[src/rtl/sprite_pkg.sv]
// Shared types and screen defaults for sprite-movement blocks.
package sprite_pkg;

    typedef enum logic [2:0] {IDLE, UP, DOWN, LEFT, RIGHT} dirState_t;

    localparam int DEF_SCREEN_W = 640;
    localparam int DEF_SCREEN_H = 480;

endpackage

[src/rtl/sprite_mover_if.sv]
// Button/scan/position bundle between a sprite mover and its driver.
interface sprite_mover_if #(
    parameter int X_W = 10,
    parameter int Y_W = 9
);
    logic           up;
    logic           down;
    logic           left;
    logic           right;
    logic           update;
    logic [X_W-1:0] xLength;
    logic [Y_W-1:0] yLength;
    logic           hit;
    logic [X_W-1:0] pos_x;
    logic [Y_W-1:0] pos_y;
    logic           moving;

    modport master (
        output up, down, left, right, update, xLength, yLength,
        input  hit, pos_x, pos_y, moving
    );

    modport slave (
        input  up, down, left, right, update, xLength, yLength,
        output hit, pos_x, pos_y, moving
    );
endinterface

[src/rtl/sprite_mover_rise_pulse.sv]
// rise_pulse: one-cycle pulse on each rising edge of a level strobe.
module rise_pulse (
    input  logic clk,
    input  logic rst,
    input  logic sig,
    output logic pulse
);
    logic sigD;
    logic armed;

    // armed stays low for the first cycle after reset so an edge that arrived during reset is dropped
    always_ff @(posedge clk) begin
        if (!rst) begin
            sigD  <= 1'b0;
            armed <= 1'b0;
        end else begin
            sigD  <= sig;
            armed <= 1'b1;
        end
    end

    assign pulse = sig & ~sigD & armed;
endmodule

[src/rtl/sprite_mover.sv]
// Button-driven sprite position with registered scan hit test.
// Define WRAP_ALL_EN to wrap at screen edges instead of clamping.
module sprite_mover
    import sprite_pkg::*;
#(
    parameter int SIZE     = 15,
    parameter int STEP     = 3,
    parameter int SCREEN_W = DEF_SCREEN_W,
    parameter int SCREEN_H = DEF_SCREEN_H,
    parameter int START_X  = 305,
    parameter int START_Y  = 200,
    parameter int X_W      = 10,
    parameter int Y_W      = 9
) (
    input logic           clk,
    input logic           rst,
    sprite_mover_if.slave bus
);
    logic           tick;
    dirState_t      state, nextState;
    logic [X_W-1:0] posX, nextX;
    logic [Y_W-1:0] posY, nextY;
    logic           hitQ, hitNow;

    rise_pulse uTick (
        .clk   (clk),
        .rst   (rst),
        .sig   (bus.update),
        .pulse (tick)
    );

    // One spare bit keeps a step below zero negative instead of wrapping
    function automatic logic [X_W-1:0] moveX(input logic [X_W-1:0] p, input logic neg);
        logic signed [X_W:0] s, maxV;
        maxV = $signed((X_W+1)'(SCREEN_W - SIZE));
        s    = neg ? $signed({1'b0, p}) - $signed((X_W+1)'(STEP))
                   : $signed({1'b0, p}) + $signed((X_W+1)'(STEP));
`ifdef WRAP_ALL_EN
        if (s < 0)    return (p == '0) ? maxV[X_W-1:0] : '0;
        if (s > maxV) return (p == maxV[X_W-1:0]) ? '0 : maxV[X_W-1:0];
`else
        if (s < 0)    return '0;
        if (s > maxV) return maxV[X_W-1:0];
`endif
        return s[X_W-1:0];
    endfunction

    function automatic logic [Y_W-1:0] moveY(input logic [Y_W-1:0] p, input logic neg);
        logic signed [Y_W:0] s, maxV;
        maxV = $signed((Y_W+1)'(SCREEN_H - SIZE));
        s    = neg ? $signed({1'b0, p}) - $signed((Y_W+1)'(STEP))
                   : $signed({1'b0, p}) + $signed((Y_W+1)'(STEP));
`ifdef WRAP_ALL_EN
        if (s < 0)    return (p == '0) ? maxV[Y_W-1:0] : '0;
        if (s > maxV) return (p == maxV[Y_W-1:0]) ? '0 : maxV[Y_W-1:0];
`else
        if (s < 0)    return '0;
        if (s > maxV) return maxV[Y_W-1:0];
`endif
        return s[Y_W-1:0];
    endfunction

    // A move state steps only while its button is still held; the release tick just returns to IDLE
    always_comb begin
        nextState = state;
        nextX     = posX;
        nextY     = posY;
        if (tick) begin
            unique case (state)
                IDLE: begin
                    if (!bus.up)         nextState = UP;
                    else if (!bus.down)  nextState = DOWN;
                    else if (!bus.left)  nextState = LEFT;
                    else if (!bus.right) nextState = RIGHT;
                end
                UP:    if (!bus.up)    nextY = moveY(posY, 1'b1); else nextState = IDLE;
                DOWN:  if (!bus.down)  nextY = moveY(posY, 1'b0); else nextState = IDLE;
                LEFT:  if (!bus.left)  nextX = moveX(posX, 1'b1); else nextState = IDLE;
                RIGHT: if (!bus.right) nextX = moveX(posX, 1'b0); else nextState = IDLE;
                default: nextState = IDLE;
            endcase
        end
    end

    always_comb begin
        hitNow = ({1'b0, bus.xLength} >= {1'b0, posX}) &&
                 ({1'b0, bus.xLength} <  {1'b0, posX} + (X_W+1)'(SIZE)) &&
                 ({1'b0, bus.yLength} >= {1'b0, posY}) &&
                 ({1'b0, bus.yLength} <  {1'b0, posY} + (Y_W+1)'(SIZE));
    end

    always_ff @(posedge clk) begin
        if (!rst) begin
            state <= IDLE;
            posX  <= X_W'(START_X);
            posY  <= Y_W'(START_Y);
            hitQ  <= 1'b0;
        end else begin
            state <= nextState;
            posX  <= nextX;
            posY  <= nextY;
            hitQ  <= hitNow;
        end
    end

    assign bus.pos_x  = posX;
    assign bus.pos_y  = posY;
    assign bus.hit    = hitQ;
    assign bus.moving = (state != IDLE);
endmodule

[src/flat_wrapper.sv]
// flat-port wrapper written by rule: the top's interface ports become plain ports
module sprite_mover_flat import sprite_pkg::*;
#(
    parameter int SIZE     = 15,
    parameter int STEP     = 3,
    parameter int SCREEN_W = DEF_SCREEN_W,
    parameter int SCREEN_H = DEF_SCREEN_H,
    parameter int START_X  = 305,
    parameter int START_Y  = 200,
    parameter int X_W      = 10,
    parameter int Y_W      = 9
)
  (clk, rst, bus_up, bus_down, bus_left, bus_right, bus_update, bus_xLength, bus_yLength, bus_hit, bus_pos_x, bus_pos_y, bus_moving);
  sprite_mover_if #(.X_W(X_W), .Y_W(Y_W)) bus_i ();
  input logic clk;
  input logic rst;
  input wire logic [$bits(bus_i.up)-1:0] bus_up;
  input wire logic [$bits(bus_i.down)-1:0] bus_down;
  input wire logic [$bits(bus_i.left)-1:0] bus_left;
  input wire logic [$bits(bus_i.right)-1:0] bus_right;
  input wire logic [$bits(bus_i.update)-1:0] bus_update;
  input wire logic [$bits(bus_i.xLength)-1:0] bus_xLength;
  input wire logic [$bits(bus_i.yLength)-1:0] bus_yLength;
  output wire logic [$bits(bus_i.hit)-1:0] bus_hit;
  output wire logic [$bits(bus_i.pos_x)-1:0] bus_pos_x;
  output wire logic [$bits(bus_i.pos_y)-1:0] bus_pos_y;
  output wire logic [$bits(bus_i.moving)-1:0] bus_moving;
  assign bus_i.up = bus_up;
  assign bus_i.down = bus_down;
  assign bus_i.left = bus_left;
  assign bus_i.right = bus_right;
  assign bus_i.update = bus_update;
  assign bus_i.xLength = bus_xLength;
  assign bus_i.yLength = bus_yLength;
  assign bus_hit = bus_i.hit;
  assign bus_pos_x = bus_i.pos_x;
  assign bus_pos_y = bus_i.pos_y;
  assign bus_moving = bus_i.moving;
  sprite_mover #(.SIZE(SIZE), .STEP(STEP), .SCREEN_W(SCREEN_W), .SCREEN_H(SCREEN_H), .START_X(START_X), .START_Y(START_Y), .X_W(X_W), .Y_W(Y_W)) u_core (.clk(clk), .rst(rst), .bus(bus_i));
endmodule
[config.mk]
export PLATFORM = sky130hd
export DESIGN_NAME = sprite_mover_flat
export DESIGN_NICKNAME = d
export VERILOG_FILES = /design/src/rtl/sprite_pkg.sv /design/src/rtl/sprite_mover_if.sv /design/src/rtl/sprite_mover_rise_pulse.sv /design/src/rtl/sprite_mover.sv /design/src/flat_wrapper.sv
export SDC_FILE = /design/constraint.sdc
export NUM_CORES = 1
export LEC_CHECK = 0
export CORE_MARGIN = 2
export CORE_UTILIZATION = 30
export DETAILED_ROUTE_END_ITERATION = 7
export PLACE_DENSITY = 0.59
export SYNTH_ARGS = -nofsm -noshare
export SYNTH_HDL_FRONTEND = slang
export SYNTH_SLANG_ARGS = --single-unit
[constraint.sdc]
create_clock -name clk -period 7.74 [get_ports clk]
set_clock_uncertainty 0.15 [all_clocks]
set_input_delay 0.774 -clock clk [delete_from_list [all_inputs] [get_ports clk]]
set_output_delay 0.774 -clock clk [all_outputs]
set_load 0.02 [all_outputs]
==> results_dict.tcl, run 1 <==
set metrics [dict create \
    synthesis.area_per_instance_um2 7.36 \
    antenna_found_initial 0 \
    most-common-layout-cells "ha_1 (47), clkdlybuf4s50_1 (46), a21oi_1 (43), nand2_1 (39)" \
    cts_root_buf "clkbuf_16" \
    grt-ovfl-total 0 \
    dpl.hpwl_um 7610 \
    area_growth_syn_to_layout_pct 15.5 \
    dr.pass1.iters 7 \
    syn_inst 486 \
    nets 578 \
    port_buffers 46 \
    ys_types 75 \
    violations "DRC" \
    max_freq_ghz 0.308 \
    ant_nets 0 \
    p_leak_nw 1.55 \
    cts_setup_buffers 0 \
    cts_hold_buf 0 \
    crit_path_end_kind "flip-flop" \
    critPathKind "reg -> reg" \
    io_pins 47 \
    synth_edf_count 0 \
    wire_per_inst_um 15.5 \
    hold_depth 2 \
    drc 2 \
    grt_pass1_wl_um 17100 \
    slew_headroom_pct 41.4 \
    gp_congestion 0.925 \
    fin_crit_sh_pct 41.9 \
    reg2regPathDepth 9 \
    numCtsBuffers 3 \
    yosysTopAreaCellShare_pct 16.4 \
    fin_crit_ps 3250 \
    setup_viol 0 \
    start_util_pct 31.1 \
    hold_viol_final 0 \
    insertion_delay_ps 260 \
    cp.required_ps 7740 \
    synth_top_area_cell "ha_1" \
    cts_sinks 25 \
    drv_cap 0 \
    synth.cell_area_um2 3580 \
    fin_ws_ps 4490 \
    hp-class "reg -> reg" \
    num_vias 3579 \
    grt_start_max_net_pins 24 \
    die_area_um2 12800 \
    drt_iter0_markers 219 \
    cts_tree "built" \
    wl_um 10100 \
    cts_buffer_depth 2 \
    p_per_area_nw_per_um2 77.5 \
    design.core.area_um2 11500 \
    peakVddDrop_uv 64.8 \
    grt_pass1_vias 3511 \
    worst_pin_slew_ps 877 \
    seq_area_frac_synth_pct 14.0 \
    num_antenna_cells 0 \
    drive_gt1_share_pct 4.96 \
    rows 39 \
    arrival_ps 3250 \
    synth-main-ff-cell "dfxtp_1" \
    clk_pin_slew_ps 70 \
    rsz0062_at_grt "no" \
    die_h_um 113 \
    path_max_fanout 14 \
    cts_resized 0 \
    grt_use_total_pct 15.7 \
    place_ws_ps 4510 \
    start_kind "flip-flop" \
    synth-seq-cells 25 \
    synthArstFlopShare_pct 0 \
    viasPerCell 5.53 \
    setup_tns_ps 0 \
    die-width_um 113 \
    final_common_cell "ha_1" \
    h-tree-depth 1 \
    syn_nets 559 \
    status "complete, but fails checks" \
    drv_slew 0 \
    yosysWarnings 0 \
    synth_area_leaders "ha_1 (16%), dfxtp_1 (14%), xnor2_1 (7.1%), a21oi_1 (6.0%), o21ai_0 (4.9%)" \
]
logic make-up (layout without fill, tap and decap cells):
logic type                 count (synthesis)  after routing  share of synthesized area [%]
adders and majority gates                 47             47                           16.4
buffers and inverters                     61             79                           7.66
and+or+nand+nor                          165            165                           24.7
DFF                                       25             25                           14.0
muxes                                      7              7                           2.13
xor gates and xnor gates                  29             29                           7.10
AOI/OAI and AO/OA                        152            152                           28.0
power by group:
| group | internal, mW | total (mW) | switching [mW] |
|---|---|---|---|
| logic | 0.0345 | 0.0686 | 0.0341 |
| registers | 0.131 | 0.135 | 0.00432 |
| clock network | 0.0696 | 0.117 | 0.0469 |
| total | 0.235 | 0.320 | 0.0853 |
flip-flops by register name, summed over array words and instances (netlist names):
| register | cells |
|---|---|
| u_core.bus.pos_x | 10 |
| u_core.bus.pos_y | 9 |
| u_core.state | 3 |
| u_core.bus.hit | 1 |
| u_core.uTick.armed | 1 |
| u_core.uTick.sigD | 1 |
critical path: stages (launching register included):
cell,delay [ps]
dfxtp_1,670
inv_1,200
ha_1,360
and4b_1,430
a41oi_1,160
a221oi_1,280
nand2b_1,250
a22o_1,260
and3_1,170
a211o_1,210
per-stage QoR:
step,area [µm²],hold slack (ps),instances,utilization [%],power (mW)
2_1_floorplan,3580,323,486,-,0.178
3_3_place_gp,4050,347,643,35.2,0.206
3_5_place_dp,4050,356,643,35.2,0.207
4_1_cts,4130,364,647,35.9,0.324
5_1_grt,4130,410,647,35.9,0.339
6_report,4130,362,647,35.9,0.320
layout make-up:
class / instances / area, µm²
Fill cell: 1243 / 7380
Multi-Input combinational cell: 400 / 2800
Sequential cell: 25 / 500
Timing Repair Buffer: 46 / 460
Tap cell: 143 / 179
Inverter: 29 / 109
Clock buffer: 3 / 75.1
Clock inverter: 1 / 5.00
synthesized netlist by cell type, drive strengths merged (2+ instances only):
cell type / n
o2111a: 2
nor2b: 9
or2: 2
xnor2: 29
and4b: 2
nand2: 40
inv: 27
a21oi: 44
o21ai: 35
o31ai: 2
o2111ai: 2
nand4: 2
a31oi: 13
a21o: 6
nand3b: 4
a41oi: 2
or3: 4
a22oi: 2
nand2b: 11
mux2i: 5
o21a: 3
a221oi: 4
clkbuf: 16
a32oi: 3
nor3: 17
mux2: 2
a211oi: 4
ha: 47
nand3: 18
o22ai: 3
nor3b: 3
buf: 16
o211a: 2
clkinv: 2
o211ai: 4
nor2: 36
nor4: 7
dfxtp: 25
a31o: 3
a22o: 2
and2: 3
worst paths after layout:
path	start	end	slack [ps]
worst max register to register	u_core.bus.pos_y[0]	u_core.bus.pos_y[3]	4490
worst min register to register	u_core.state[1]	u_core.state[1]	360
worst max-delay path	u_core.bus.pos_y[0]	u_core.bus.pos_y[3]	4490
worst min-delay path	u_core.state[1]	u_core.state[1]	360
layer usage:
metal / vias to the layer above / part of all wire [%] / global-route usage (%)
li1: 1815 / - / -
met1: 1659 / 47 / 21.9
met2: 99 / 47 / 26.3
met3: 6 / 4.6 / 1.66
met4: 0 / 0.67 / 3.41
met5: - / 0 / 0
Note: power is estimated with default switching activity, not from simulation.
==> run 2, diff against run 1 <==
Clock period 7.74 ns to 3.2 ns, I/O delays scaled along.
==> run 2 against run 1 <==
Net effect:
- die area stayed put
- setup slack worse by 4100 ps
- largest power group unchanged
- sequential cell count stayed put
- the flow still finishes with violations (DRC)
- critical path depth is 1 higher
- fmax is 14% higher
- cell count is 2.6% higher
- total power is 140% higher
- non-clock buffer count is 17 higher
- highest routed layer unchanged
- clock power is 140% higher
- sequential share of layout area is 0.37 points lower
- critical endpoint unchanged
==> results_dict.tcl, run 2 (synthesis results as in run 1) <==
set metrics [dict create \
    status "complete, but fails checks" \
    violations "DRC" \
    antenna_found_initial 0 \
    peakVddDrop_uv 158 \
    power_switching_mw 0.202 \
    crit_path_end_kind "flip-flop" \
    drc 2 \
    seq_power_share_pct 41.6 \
    gp_congestion 0.928 \
    numCtsBuffers 3 \
    switching_share_pct 26.0 \
    cp_slowest_cell "dfxtp_1" \
    grt_pass1_vias 3541 \
    fin_crit_ps 2840 \
    wl_um 10400 \
    dr.pass1.iters 7 \
    hold-worst-slack_ps 368 \
    insertion_delay_ps 260 \
    drive_gt1_share_pct 8.25 \
    largest_reg_flops 10 \
    io_pins 47 \
    critPathKind "reg -> reg" \
    p_per_area_nw_per_um2 182 \
    drt_iter0_markers 238 \
    cts_sinks 25 \
    p_leak_nw 1.64 \
    pwr-share-comb_pct 22.9 \
    worst_pin_slew_ps 638 \
    max_freq_ghz 0.352 \
    pwr-share-clk_pct 35.5 \
    nets 595 \
    die_h_um 113 \
    place_ws_ps 260 \
    cts_setup_buffers 0 \
    dpl.hpwl_um 8050 \
    die-width_um 113 \
    num_antenna_cells 0 \
    num-fill-cells 1243 \
    crit_chain "inv_1, ha_2, and4b_2, o21ai_0, nand3_1, a221oi_1, nand2b_1, a22o_1, and3_1, a211o_1" \
    port_buffers 46 \
    place_area_um2 4180 \
    path_delay_family "compound AO/OA/AOI/OAI gates" \
    rows 39 \
    cts_root_buf "clkbuf_16" \
    p_int_mw 0.575 \
    hp-class "reg -> reg" \
    cts_resized 0 \
    start_util_pct 31.1 \
    setup_viol 0 \
    drv_slew 0 \
    area_growth_syn_to_layout_pct 19.1 \
    most-common-layout-cells "ha_1 (46), clkdlybuf4s50_1 (46), a21oi_1 (43), nand2_1 (39)" \
    setup_tns_ps 0 \
    fin_area_um2 4260 \
    ant_nets 0 \
    slowest_delay_ps 400 \
    drv_cap 0 \
    grt_use_total_pct 16.0 \
    slew_headroom_pct 57.3 \
    path_max_fanout 9 \
    cts_buffer_depth 2 \
    critical_path_buf_inv_count 1 \
    power_mw 0.776 \
    fin_ws_ps 360 \
    hold_viol_final 0 \
    start_kind "flip-flop" \
    rsz0062_at_grt "no" \
    arrival_ps 2840 \
    wire_per_inst_um 15.7 \
    cts_hold_buf 0 \
    design.core.area_um2 11500 \
    grt-ovfl-total 0 \
    num_vias 3697 \
    cp.required_ps 3200 \
    clk_pin_slew_ps 60 \
    cts_tree "built" \
    die_area_um2 12800 \
    grt_start_max_net_pins 17 \
    viasPerCell 5.57 \
    fin_crit_sh_pct 88.7 \
    grt_pass1_wl_um 17400 \
    h-tree-depth 1 \
]
## run 2: changes by cell type in the layout (fill, tap and decap cells not counted), sizes merged
cell	change
buf	+17
clkbuf	+1
clkinv	-1
## run 2: worst paths after layout
kind | startpoint | end | slack, ps | cells after the start
min reg2reg | u_core.state[1] | u_core.state[1] | 370 | 2
max | u_core.bus.pos_y[0] | u_core.bus.pos_y[3] | 360 | 10
max reg2reg | u_core.bus.pos_y[0] | u_core.bus.pos_y[3] | 360 | 10
min | u_core.state[1] | u_core.state[1] | 370 | 2
## run 2: stage by stage
stage	util, %	cells
after floorplan	-	486
after global placement	36.3	660
after detailed placement	36.3	660
after CTS	37.0	664
after global routing	37.0	664
final	37.0	664
## run 2: metal layers
metal / GRT usage, % / wire, µm
met5: 0 / 0
met4: 2.44 / 53
met2: 27.3 / 4960
met1: 22.3 / 4850
met3: 1.55 / 538
## run 2: layout make-up
type	instances	area, µm²	area share, %
Clock buffer	4	78.8	1.85
Inverter	29	109	2.55
Multi-Input combinational cell	400	2810	65.9
Sequential cell	25	500	11.7
Tap cell	143	179	4.20
Timing Repair Buffer	63	588	13.8
## run 2: power groups by stage
stage	clock network [mW]	registers, mW	logic [mW]
3_5_place_dp	0	0.330	0.177
4_1_cts	0.285	0.323	0.179
2_1_floorplan	0	0.329	0.102
6_report	0.276	0.323	0.178
3_3_place_gp	0	0.330	0.175
5_1_grt	0.298	0.324	0.201
## run 2: tightest hold or removal path: cells and delay by family, from the launching register on
kind	cells	cell delay [ps]
and+or+nand+nor	1	70
AOI/OAI and AO/OA	1	50
DFF	1	350
==> run 3, diff against run 2 <==
Settings changed: HOLD_SLACK_MARGIN set to 0.06.
==> results of run 3 <==
Final layout, timing and power as in run 2 (identical DEF).
